<file path="src/rtl/mux_scan_pkg.sv">
// -----------------------------------------------------------------------------
// mux_scan_pkg
// Shared types and constants for the mux scan controller and its interface.
//   state_t  : controller FSM states (IDLE, SCAN, DONE)
//   DATA_W   : width of the scanned word / mux data bus
//   SEL_W    : width of the mux select
//   CNT_W    : width of the dwell counter
//   SEL_LAST : select value of the final mux input
// -----------------------------------------------------------------------------
package mux_scan_pkg;

    localparam int DATA_W = 4;
    localparam int SEL_W  = 2;
    localparam int CNT_W  = 4;

    localparam logic [SEL_W-1:0] SEL_LAST = SEL_W'(DATA_W - 1);

    typedef enum logic [1:0] {
        IDLE = 2'd0,
        SCAN = 2'd1,
        DONE = 2'd2
    } state_t;

endpackage : mux_scan_pkg

</file>
<file path="src/rtl/mux_scan_ctrl_if.sv">
// -----------------------------------------------------------------------------
// mux_scan_ctrl_if
// Bundles the upstream word handshake, the downstream mux bus and the result
// handshake of the mux scan controller.
//   in_valid/in_ready/in_data       : word offered for scanning
//   mux_c/mux_s/mux_z               : data, select and output of the external 4:1 mux
//   out_valid/out_ready/out_data    : reassembled scan result
//   out_match                       : result equals the word that was scanned
//   busy                            : controller is not idle
// Modports: slave = controller side, master = environment side.
// -----------------------------------------------------------------------------
interface mux_scan_ctrl_if;
    import mux_scan_pkg::*;

    logic              in_valid;
    logic              in_ready;
    logic [DATA_W-1:0] in_data;
    logic [DATA_W-1:0] mux_c;
    logic [SEL_W-1:0]  mux_s;
    logic              mux_z;
    logic              out_valid;
    logic              out_ready;
    logic [DATA_W-1:0] out_data;
    logic              out_match;
    logic              busy;

    modport slave (
        input  in_valid, in_data, mux_z, out_ready,
        output in_ready, mux_c, mux_s, out_valid, out_data, out_match, busy
    );

    modport master (
        output in_valid, in_data, mux_z, out_ready,
        input  in_ready, mux_c, mux_s, out_valid, out_data, out_match, busy
    );

endinterface : mux_scan_ctrl_if

</file>
<file path="src/rtl/mux_scan_ctrl.sv">
// -----------------------------------------------------------------------------
// mux_scan_ctrl
// Tests an external 4:1 mux by driving an accepted word onto its data bus and
// stepping the select through 0..3, holding each select value for DWELL
// cycles before sampling the mux output. The four samples are reassembled
// into a word (bit i = z with s=i) and presented with a match flag that says
// whether the mux reproduced the original word.
//
// Parameters:
//   DWELL : cycles each select value is held before z is sampled (1..15)
// Ports:
//   clk   : system clock, rising edge
//   rst_n : asynchronous active-low reset
//   bus   : mux_scan_ctrl_if.slave (word in, mux bus, result out, busy)
//
// Timing: accept edge -> 4*DWELL edges of scanning -> DONE, then out_valid
// rises on the following edge (4*DWELL+1 edges after accept) and is held
// until out_ready.
// -----------------------------------------------------------------------------
module mux_scan_ctrl
    import mux_scan_pkg::*;
#(
    parameter int DWELL = 1
) (
    input  logic            clk,
    input  logic            rst_n,
    mux_scan_ctrl_if.slave  bus
);

    if (DWELL < 1 || DWELL > 15) begin : g_dwell_range
        $error("mux_scan_ctrl: DWELL=%0d is outside the legal range 1..15", DWELL);
    end

    localparam logic [CNT_W-1:0] DWELL_LAST = CNT_W'(DWELL - 1);

    state_t            state_q,     state_d;
    logic [DATA_W-1:0] mux_c_q,     mux_c_d;
    logic [SEL_W-1:0]  mux_s_q,     mux_s_d;
    logic [CNT_W-1:0]  cnt_q,       cnt_d;
    logic [DATA_W-1:0] result_q,    result_d;
    logic              out_valid_q, out_valid_d;
    logic [DATA_W-1:0] out_data_q,  out_data_d;
    logic              out_match_q, out_match_d;

    // Next-state logic.
    always_comb begin
        // NOTE: every signal gets its hold value first so no path through the
        // case leaves one unassigned, which would infer a latch.
        state_d     = state_q;
        mux_c_d     = mux_c_q;
        mux_s_d     = mux_s_q;
        cnt_d       = cnt_q;
        result_d    = result_q;
        out_valid_d = out_valid_q;
        out_data_d  = out_data_q;
        out_match_d = out_match_q;

        unique case (state_q)
            IDLE: begin
                if (bus.in_valid) begin
                    mux_c_d  = bus.in_data;
                    mux_s_d  = '0;
                    cnt_d    = '0;
                    result_d = '0;
                    state_d  = SCAN;
                end
            end

            SCAN: begin
                if (cnt_q == DWELL_LAST) begin
                    // Select has been stable for DWELL cycles: z is settled.
                    result_d[mux_s_q] = bus.mux_z;
                    cnt_d             = '0;
                    if (mux_s_q == SEL_LAST) begin
                        state_d = DONE;
                    end else begin
                        mux_s_d = mux_s_q + 1'b1;
                    end
                end else begin
                    cnt_d = cnt_q + 1'b1;
                end
            end

            DONE: begin
                // First DONE cycle publishes the result; out_ready only counts
                // once out_valid is actually visible to the consumer.
                if (!out_valid_q) begin
                    out_valid_d = 1'b1;
                    out_data_d  = result_q;
                    out_match_d = (result_q == mux_c_q);
                end else if (bus.out_ready) begin
                    out_valid_d = 1'b0;
                    state_d     = IDLE;
                end
            end

            default: begin
                state_d = IDLE;
            end
        endcase
    end

    // State and registered outputs.
    always_ff @(posedge clk or negedge rst_n) begin
        // NOTE: sequential state uses non-blocking assignments so every
        // register samples the pre-edge values regardless of statement order.
        if (!rst_n) begin
            state_q     <= IDLE;
            mux_c_q     <= '0;
            mux_s_q     <= '0;
            cnt_q       <= '0;
            result_q    <= '0;
            out_valid_q <= 1'b0;
            out_data_q  <= '0;
            out_match_q <= 1'b0;
        end else begin
            state_q     <= state_d;
            mux_c_q     <= mux_c_d;
            mux_s_q     <= mux_s_d;
            cnt_q       <= cnt_d;
            result_q    <= result_d;
            out_valid_q <= out_valid_d;
            out_data_q  <= out_data_d;
            out_match_q <= out_match_d;
        end
    end

    assign bus.in_ready  = (state_q == IDLE);
    assign bus.busy      = (state_q != IDLE);
    assign bus.mux_c     = mux_c_q;
    assign bus.mux_s     = mux_s_q;
    assign bus.out_valid = out_valid_q;
    assign bus.out_data  = out_data_q;
    assign bus.out_match = out_match_q;

endmodule : mux_scan_ctrl
</file>
<file path="src/flat_wrapper.sv">
// flat-port wrapper written by rule: the top's interface ports become plain ports
module mux_scan_ctrl_flat import mux_scan_pkg::*;
#(
    parameter int DWELL = 1
)
  (clk, rst_n, bus_in_valid, bus_in_data, bus_mux_z, bus_out_ready, bus_in_ready, bus_mux_c, bus_mux_s, bus_out_valid, bus_out_data, bus_out_match, bus_busy);
  mux_scan_ctrl_if bus_i ();
  input  logic clk;
  input  logic rst_n;
  input wire logic [$bits(bus_i.in_valid)-1:0] bus_in_valid;
  input wire logic [$bits(bus_i.in_data)-1:0] bus_in_data;
  input wire logic [$bits(bus_i.mux_z)-1:0] bus_mux_z;
  input wire logic [$bits(bus_i.out_ready)-1:0] bus_out_ready;
  output wire logic [$bits(bus_i.in_ready)-1:0] bus_in_ready;
  output wire logic [$bits(bus_i.mux_c)-1:0] bus_mux_c;
  output wire logic [$bits(bus_i.mux_s)-1:0] bus_mux_s;
  output wire logic [$bits(bus_i.out_valid)-1:0] bus_out_valid;
  output wire logic [$bits(bus_i.out_data)-1:0] bus_out_data;
  output wire logic [$bits(bus_i.out_match)-1:0] bus_out_match;
  output wire logic [$bits(bus_i.busy)-1:0] bus_busy;
  assign bus_i.in_valid = bus_in_valid;
  assign bus_i.in_data = bus_in_data;
  assign bus_i.mux_z = bus_mux_z;
  assign bus_i.out_ready = bus_out_ready;
  assign bus_in_ready = bus_i.in_ready;
  assign bus_mux_c = bus_i.mux_c;
  assign bus_mux_s = bus_i.mux_s;
  assign bus_out_valid = bus_i.out_valid;
  assign bus_out_data = bus_i.out_data;
  assign bus_out_match = bus_i.out_match;
  assign bus_busy = bus_i.busy;
  mux_scan_ctrl #(.DWELL(DWELL)) u_core (.clk(clk), .rst_n(rst_n), .bus(bus_i));
endmodule
</file>
<file path="config.mk">
export PLATFORM = sky130hd
export DESIGN_NAME = mux_scan_ctrl_flat
export DESIGN_NICKNAME = d
export VERILOG_FILES = /design/src/rtl/mux_scan_pkg.sv /design/src/rtl/mux_scan_ctrl_if.sv /design/src/rtl/mux_scan_ctrl.sv /design/src/flat_wrapper.sv
export SDC_FILE = /design/constraint.sdc
export NUM_CORES = 1
export LEC_CHECK = 0
export ABC_AREA = 1
export BUFFER_PORTS_ARGS = -buffer_cell sky130_fd_sc_hd__buf_2
export CORE_MARGIN = 5
export CORE_UTILIZATION = 35
export DETAILED_ROUTE_END_ITERATION = 12
export PLACE_DENSITY_LB_ADDON = 0.2
export SETUP_SLACK_MARGIN = 0.5
export SYNTH_ARGS = -nofsm -noshare
export SYNTH_HDL_FRONTEND = slang
export SYNTH_SLANG_ARGS = --single-unit
</file>
<file path="constraint.sdc">
create_clock -name clk -period 3.1 [get_ports clk]
set_clock_uncertainty 0.15 [all_clocks]
set_input_delay 0.155 -clock clk [delete_from_list [all_inputs] [get_ports clk]]
set_output_delay 0.155 -clock clk [all_outputs]
set_load 0.05 [all_outputs]
</file>
==> results of run 1 <==
==> layer usage <==
layer  wire [um]  up-vias  global-route usage, %
met1        1110      422                   15.6
met5           0        -                      0
met3          75        4                   3.00
met4          30        0                   4.56
met2        1030       13                   16.2
li1            -      488                      -
==> where the power goes <==
group | internal, mW | switching [mW] | leakage [nW] | total [mW]
registers | 0.368 | 0.0805 | 0.284 | 0.448
logic | 0.207 | 0.472 | 0.464 | 0.680
clock network | 0.131 | 0.0903 | 0.0279 | 0.221
==> cells in the mapped netlist <==
master   number
nand4_1       1
nand2_8       1
dfrtp_1      22
nand2_1      47
nor2_1        7
nand3_1       5
inv_1        16
nor2_2        1
nand2_2       2
nor2_4        3
o21ai_0       8
ha_1          6
xnor2_1       3
inv_4         1
a21oi_2       2
o21ai_2       1
o21ai_1       1
inv_2         1
nand3_2       1
xor2_1        3
a21oi_1       5
==> timing repair <==
action / 4_1_cts / 5_1_grt
hold buffers: 6 / 0
endpoints found under the setup margin: 0 / 0
resized for setup: 0 / 0
endpoints found under the hold margin: 27 / 0
==> critical path: cells and delay by family (launching register included) <==
family        cells  cell delay (ns)
simple gates      1             0.23
flops             1             0.51
buf+inv           1             0.30
==> flip-flops by register name, indices dropped and copies added, names as in the netlist <==
signal and flops:
u_core.bus.mux_c 4, u_core.bus.out_data 4, u_core.cnt_q 4, u_core.result_q 4
u_core.bus.mux_s 2, u_core.state_q 2, u_core.bus.out_match 1, u_core.bus.out_valid 1
==> cell families after synthesis <==
| group | Yosys count | share of synthesized area, % |
|---|---|---|
| xor gates and xnor gates | 6 | 4.53 |
| adders and majority gates | 6 | 6.47 |
| DFF | 22 | 47.4 |
| and+or+nand+nor | 68 | 27.3 |
| AOI/OAI and AO/OA | 17 | 8.30 |
| buffers and inverters | 18 | 6.03 |
==> stage by stage <==
stage          cell area (sq um)  instances  setup slack [ns]
6_report                    1440        215              1.44
5_1_grt                     1440        215              1.37
4_1_cts                     1440        215              1.42
3_5_place_dp                1330        205              1.68
3_3_place_gp                1330        205              1.73
2_1_floorplan               1160        137              1.54
==> worst max path at each step <==
stage,to,slack (ns),start
finish,bus_in_ready,1.44,u_core.state_q[1]$_DFFE_PN0P_
global route,bus_in_ready,1.37,u_core.state_q[1]$_DFFE_PN0P_
CTS,bus_in_ready,1.42,u_core.state_q[1]$_DFFE_PN0P_
detailed placement,u_core.result_q[2]$_DFFE_PN0P_,1.68,u_core.cnt_q[0]$_DFFE_PN0P_
global placement,u_core.result_q[1]$_DFFE_PN0P_,1.73,u_core.cnt_q[0]$_DFFE_PN0P_
floorplan,u_core.state_q[0]$_DFFE_PN0P_,1.54,u_core.bus.mux_s[1]$_DFFE_PN0P_
==> area by class of cell <==
class	instances	area share (%)
clock buffers	3	1.56
clock inverters	1	2.08
inverters	18	4.86
multi-input cells	97	37.5
flip-flops and latches	22	38.2
well taps	46	3.99
repair buffers	28	11.8
==> results.toml, run 1 <==
[global_routing]
first_global_vias = 831
grt_pass1_wl_mm = 3.77
antenna_found_initial = 0
grt_max_degree = 23
grt_use_total_pct = 11.2
globalRoute.totalOverflow = 0

[route]
drc = 0
wire_per_inst_um = 10.4
drt_iter0_drc = 39
vias = 927
detail-route-antenna-nets = 0
drt_first_pass_iters = 4
finalWirelength_mm = 2.24
viasPerCell = 4.31

[synth]
ys_seq_area_share_pct = 47.4
syn_inst = 137
synth_top_cell_by_area = "dfrtp_1"
synth.area.top_cells = "dfrtp_1, nand2_1, ha_1"
yosysUniqueCellTypes = 21
yosysTopAreaCellShare_pct = 47.4
yosysWarningCount = 0
synthesis.area_sq_um = 1160
synth_seq_cells = 22
syn_avg_cell_area_sq_um = 8.48
syn-num-nets = 152

[cts]
clk_latency_ns = 0.31
cts_tree = "yes"
cts_buffers = 3
clock-sinks = 22
clockBufferDepth = 2
clkTransAtPathRegs_ns = 0.13
h-tree-depth = 1
cts_setup_buffers = 0
cts-root-buf = "clkbuf_4"

[power_and_ir_drop]
power.total_mw = 1.35
p_per_area_nw_per_um2 = 936
p_leak_nw = 0.777
ir_worst_vdd_v = 0.000404

[critical_path]
rrSetupSlack_ns = 1.67
critPathCaptureType = "output port"
crit_chain = "nor2_4 > buf_2"
crit_path_max_incr_delay_ns = 0.51
worst-path-max-fanout = 5
r2r-start = "u_core.cnt_q[0]$_DFFE_PN0P_"
r2r_cells = 7
cp_slowest_cell = "dfrtp_1"
r2r-end = "u_core.result_q[2]$_DFFE_PN0P_"
crit_required_ns = 2.79
cp.arrival_ns = 1.35
worstSetupPathType = "flop to output port"
critPathLaunchType = "flop"

[die]
dieArea_sq_um = 4570
rows = 21
pin_count = 23
die_w_um = 67.6
die-height_um = 67.6
core-area_sq_um = 3280
start_util_pct = 35.4

[timing]
max_freq_mhz = 604
finalSetupTns_ns = 0
final-hold-violation-count = 0
report.final.slew_viol_count = 0
rsz0062_at_grt = "no"
period_share_pct = 53.4
min_period_ns = 1.66
worstMarginPinSlew_ns = 0.502
finalSetupViolations = 0
slew_headroom_pct = 66.5
hold_slack_ns = 0.0130

[min_path]
hold_class = "primary input to flop"
holdPathStages = 4
worstHoldStart = "bus_out_ready"
whs_endpoint = "u_core.bus.out_valid$_DFFE_PN0N_"

[placed_design]
portBuffers = 22
gp_congestion = 0.769
dp_hpwl_mm = 1.71

[cells_and_area]
multi_input_area_sq_um = 541
layout.nets = 185
num_antenna_cells = 0
syn2layout_area_growth_pct = 24.1
n_fill_cell = 336
final_util_pct = 43.9
mostFrequentLayoutCells = "nand2_1, buf_2, dfrtp_1"
drive_above_1_share_pct = 23.1
regArea_sq_um = 551
layout_commonest_cell = "nand2_1"

[status]
status = "finished clean"

[flow_run]
cap_viol_max_count = 0
(Power assumes the default switching activity.)
==> run 2: changes to the inputs <==
==> constraint.sdc (replaced) <==
create_clock -name clk -period 1.7 [get_ports clk]
set_clock_uncertainty 0.15 [all_clocks]
set_input_delay 0.085 -clock clk [delete_from_list [all_inputs] [get_ports clk]]
set_output_delay 0.085 -clock clk [all_outputs]
set_load 0.05 [all_outputs]
==> results.toml, run 2 (same netlist as run 1, synthesis figures left out) <==
[timing]
max_freq_mhz = 719
final-hold-violation-count = 1
period_share_pct = 81.8
hold_slack_ns = -0.0257
finalSetupViolations = 0
worstMarginPinSlew_ns = 0.500
rsz0062_at_grt = "yes"
finalSetupTns_ns = 0
min_period_ns = 1.39
report.final.slew_viol_count = 0
slew_headroom_pct = 66.7

[global_routing]
first_global_vias = 942
grt_max_degree = 23
grt_use_total_pct = 12.4
grt_pass1_wl_mm = 4.29
globalRoute.totalOverflow = 0
antenna_found_initial = 0

[route]
drt_iter0_drc = 47
viasPerCell = 4.35
wire_per_inst_um = 11.2
vias = 1006
finalWirelength_mm = 2.58
drc = 0
detail-route-antenna-nets = 0
drt_first_pass_iters = 4

[critical_path]
critPathLaunchType = "flop"
worstSetupPathType = "flop to output port"
worst-path-max-fanout = 4
critPathCaptureType = "output port"
crit_required_ns = 1.46
cp.arrival_ns = 1.16

[die]
die_w_um = 67.6
core-area_sq_um = 3280
pin_count = 23
die-height_um = 67.6
rows = 21
start_util_pct = 35.4
dieArea_sq_um = 4570

[cells_and_area]
drive_above_1_share_pct = 45.4
fin_cells = 231
final_design_area_no_fill_sq_um = 1780
syn2layout_area_growth_pct = 53.1
layout_commonest_cell = "nand2_1"
mostFrequentLayoutCells = "nand2_1, dfrtp_1, buf_6"
num_antenna_cells = 0
layout.nets = 201

[cts]
cts_tree = "yes"
clockBufferDepth = 2
h-tree-depth = 1
cts-root-buf = "clkbuf_4"
hold_buffers = 7
cts_buffers = 3
clock-sinks = 22
clkTransAtPathRegs_ns = 0.14
clk_latency_ns = 0.32

[power_and_ir_drop]
ir_worst_vdd_v = 0.000832
power.total_mw = 3.07
p_per_area_nw_per_um2 = 1730
p_leak_nw = 0.876

[placed_design]
gp_congestion = 0.736
dp.cells = 205
place_area_sq_um = 1340
portBuffers = 22
dp_hpwl_mm = 1.75

[status]
violations = "hold timing"
status = "complete, but fails checks"

[flow_run]
cap_viol_max_count = 0

[min_path]
hold_class = "primary input to flop"
run 2: repair_timing:
item	4_1_cts	5_1_grt
gates resized for setup	18	47
hold endpoints to repair	30	1
cloned	0	0
pin swaps	2	12
setup endpoints to repair	27	34
setup buffers	6	9
run 2: cell type report:
class	count	area (sq um)
Fill cell	302	1510
Inverter	18	75.1
Multi-Input combinational cell	97	641
Clock inverter	1	30.0
Timing Repair Buffer	44	393
Sequential cell	22	559
Clock buffer	3	22.5
Tap cell	46	57.6
run 2: worst paths after layout:
kind,startpoint,to,slack (ns),cells past startpoint
max,u_core.state_q[0]$_DFFE_PN0P_,bus_in_ready,0.31,2
min,bus_in_valid,u_core.state_q[0]$_DFFE_PN0P_,-0.03,3
max reg2reg,u_core.cnt_q[0]$_DFFE_PN0P_,u_core.result_q[1]$_DFFE_PN0P_,0.33,6
min reg2reg,u_core.bus.out_data[3]$_DFFE_PN0P_,u_core.bus.out_data[3]$_DFFE_PN0P_,0.34,2
max in group asynchronous,rst_n,u_core.bus.mux_s[0]$_DFFE_PN0P_,0.95,2
min in group asynchronous,rst_n,u_core.bus.out_valid$_DFFE_PN0N_,0.09,2
run 2: power breakdown:
group	switching (mW)	internal (mW)	total [mW]
clock	0.181	0.239	0.419
combinational	1.09	0.737	1.83
sequential	0.143	0.681	0.824
total	1.42	1.66	3.07
run 2: critical path: stages, from the launching register on:
cell,delay (ns)
dfrtp_2,0.47
nor2_4,0.15
buf_4,0.21
run 2: per-stage QoR:
stage          worst slack (ns)  util (%)
2_1_floorplan             0.222         -
3_3_place_gp              0.300      40.9
3_5_place_dp              0.257      40.9
4_1_cts                   0.299      47.9
5_1_grt                   0.227      54.1
6_report                  0.310      54.1
run 2: per-layer routing:
metal / vias to the layer above / global-route usage, % / share of wire (%)
li1: 518 / - / -
met1: 473 / 15.8 / 47
met2: 11 / 20.3 / 48
met3: 4 / 2.33 / 3.1
met4: 0 / 5.32 / 1.4
met5: - / 0 / 0
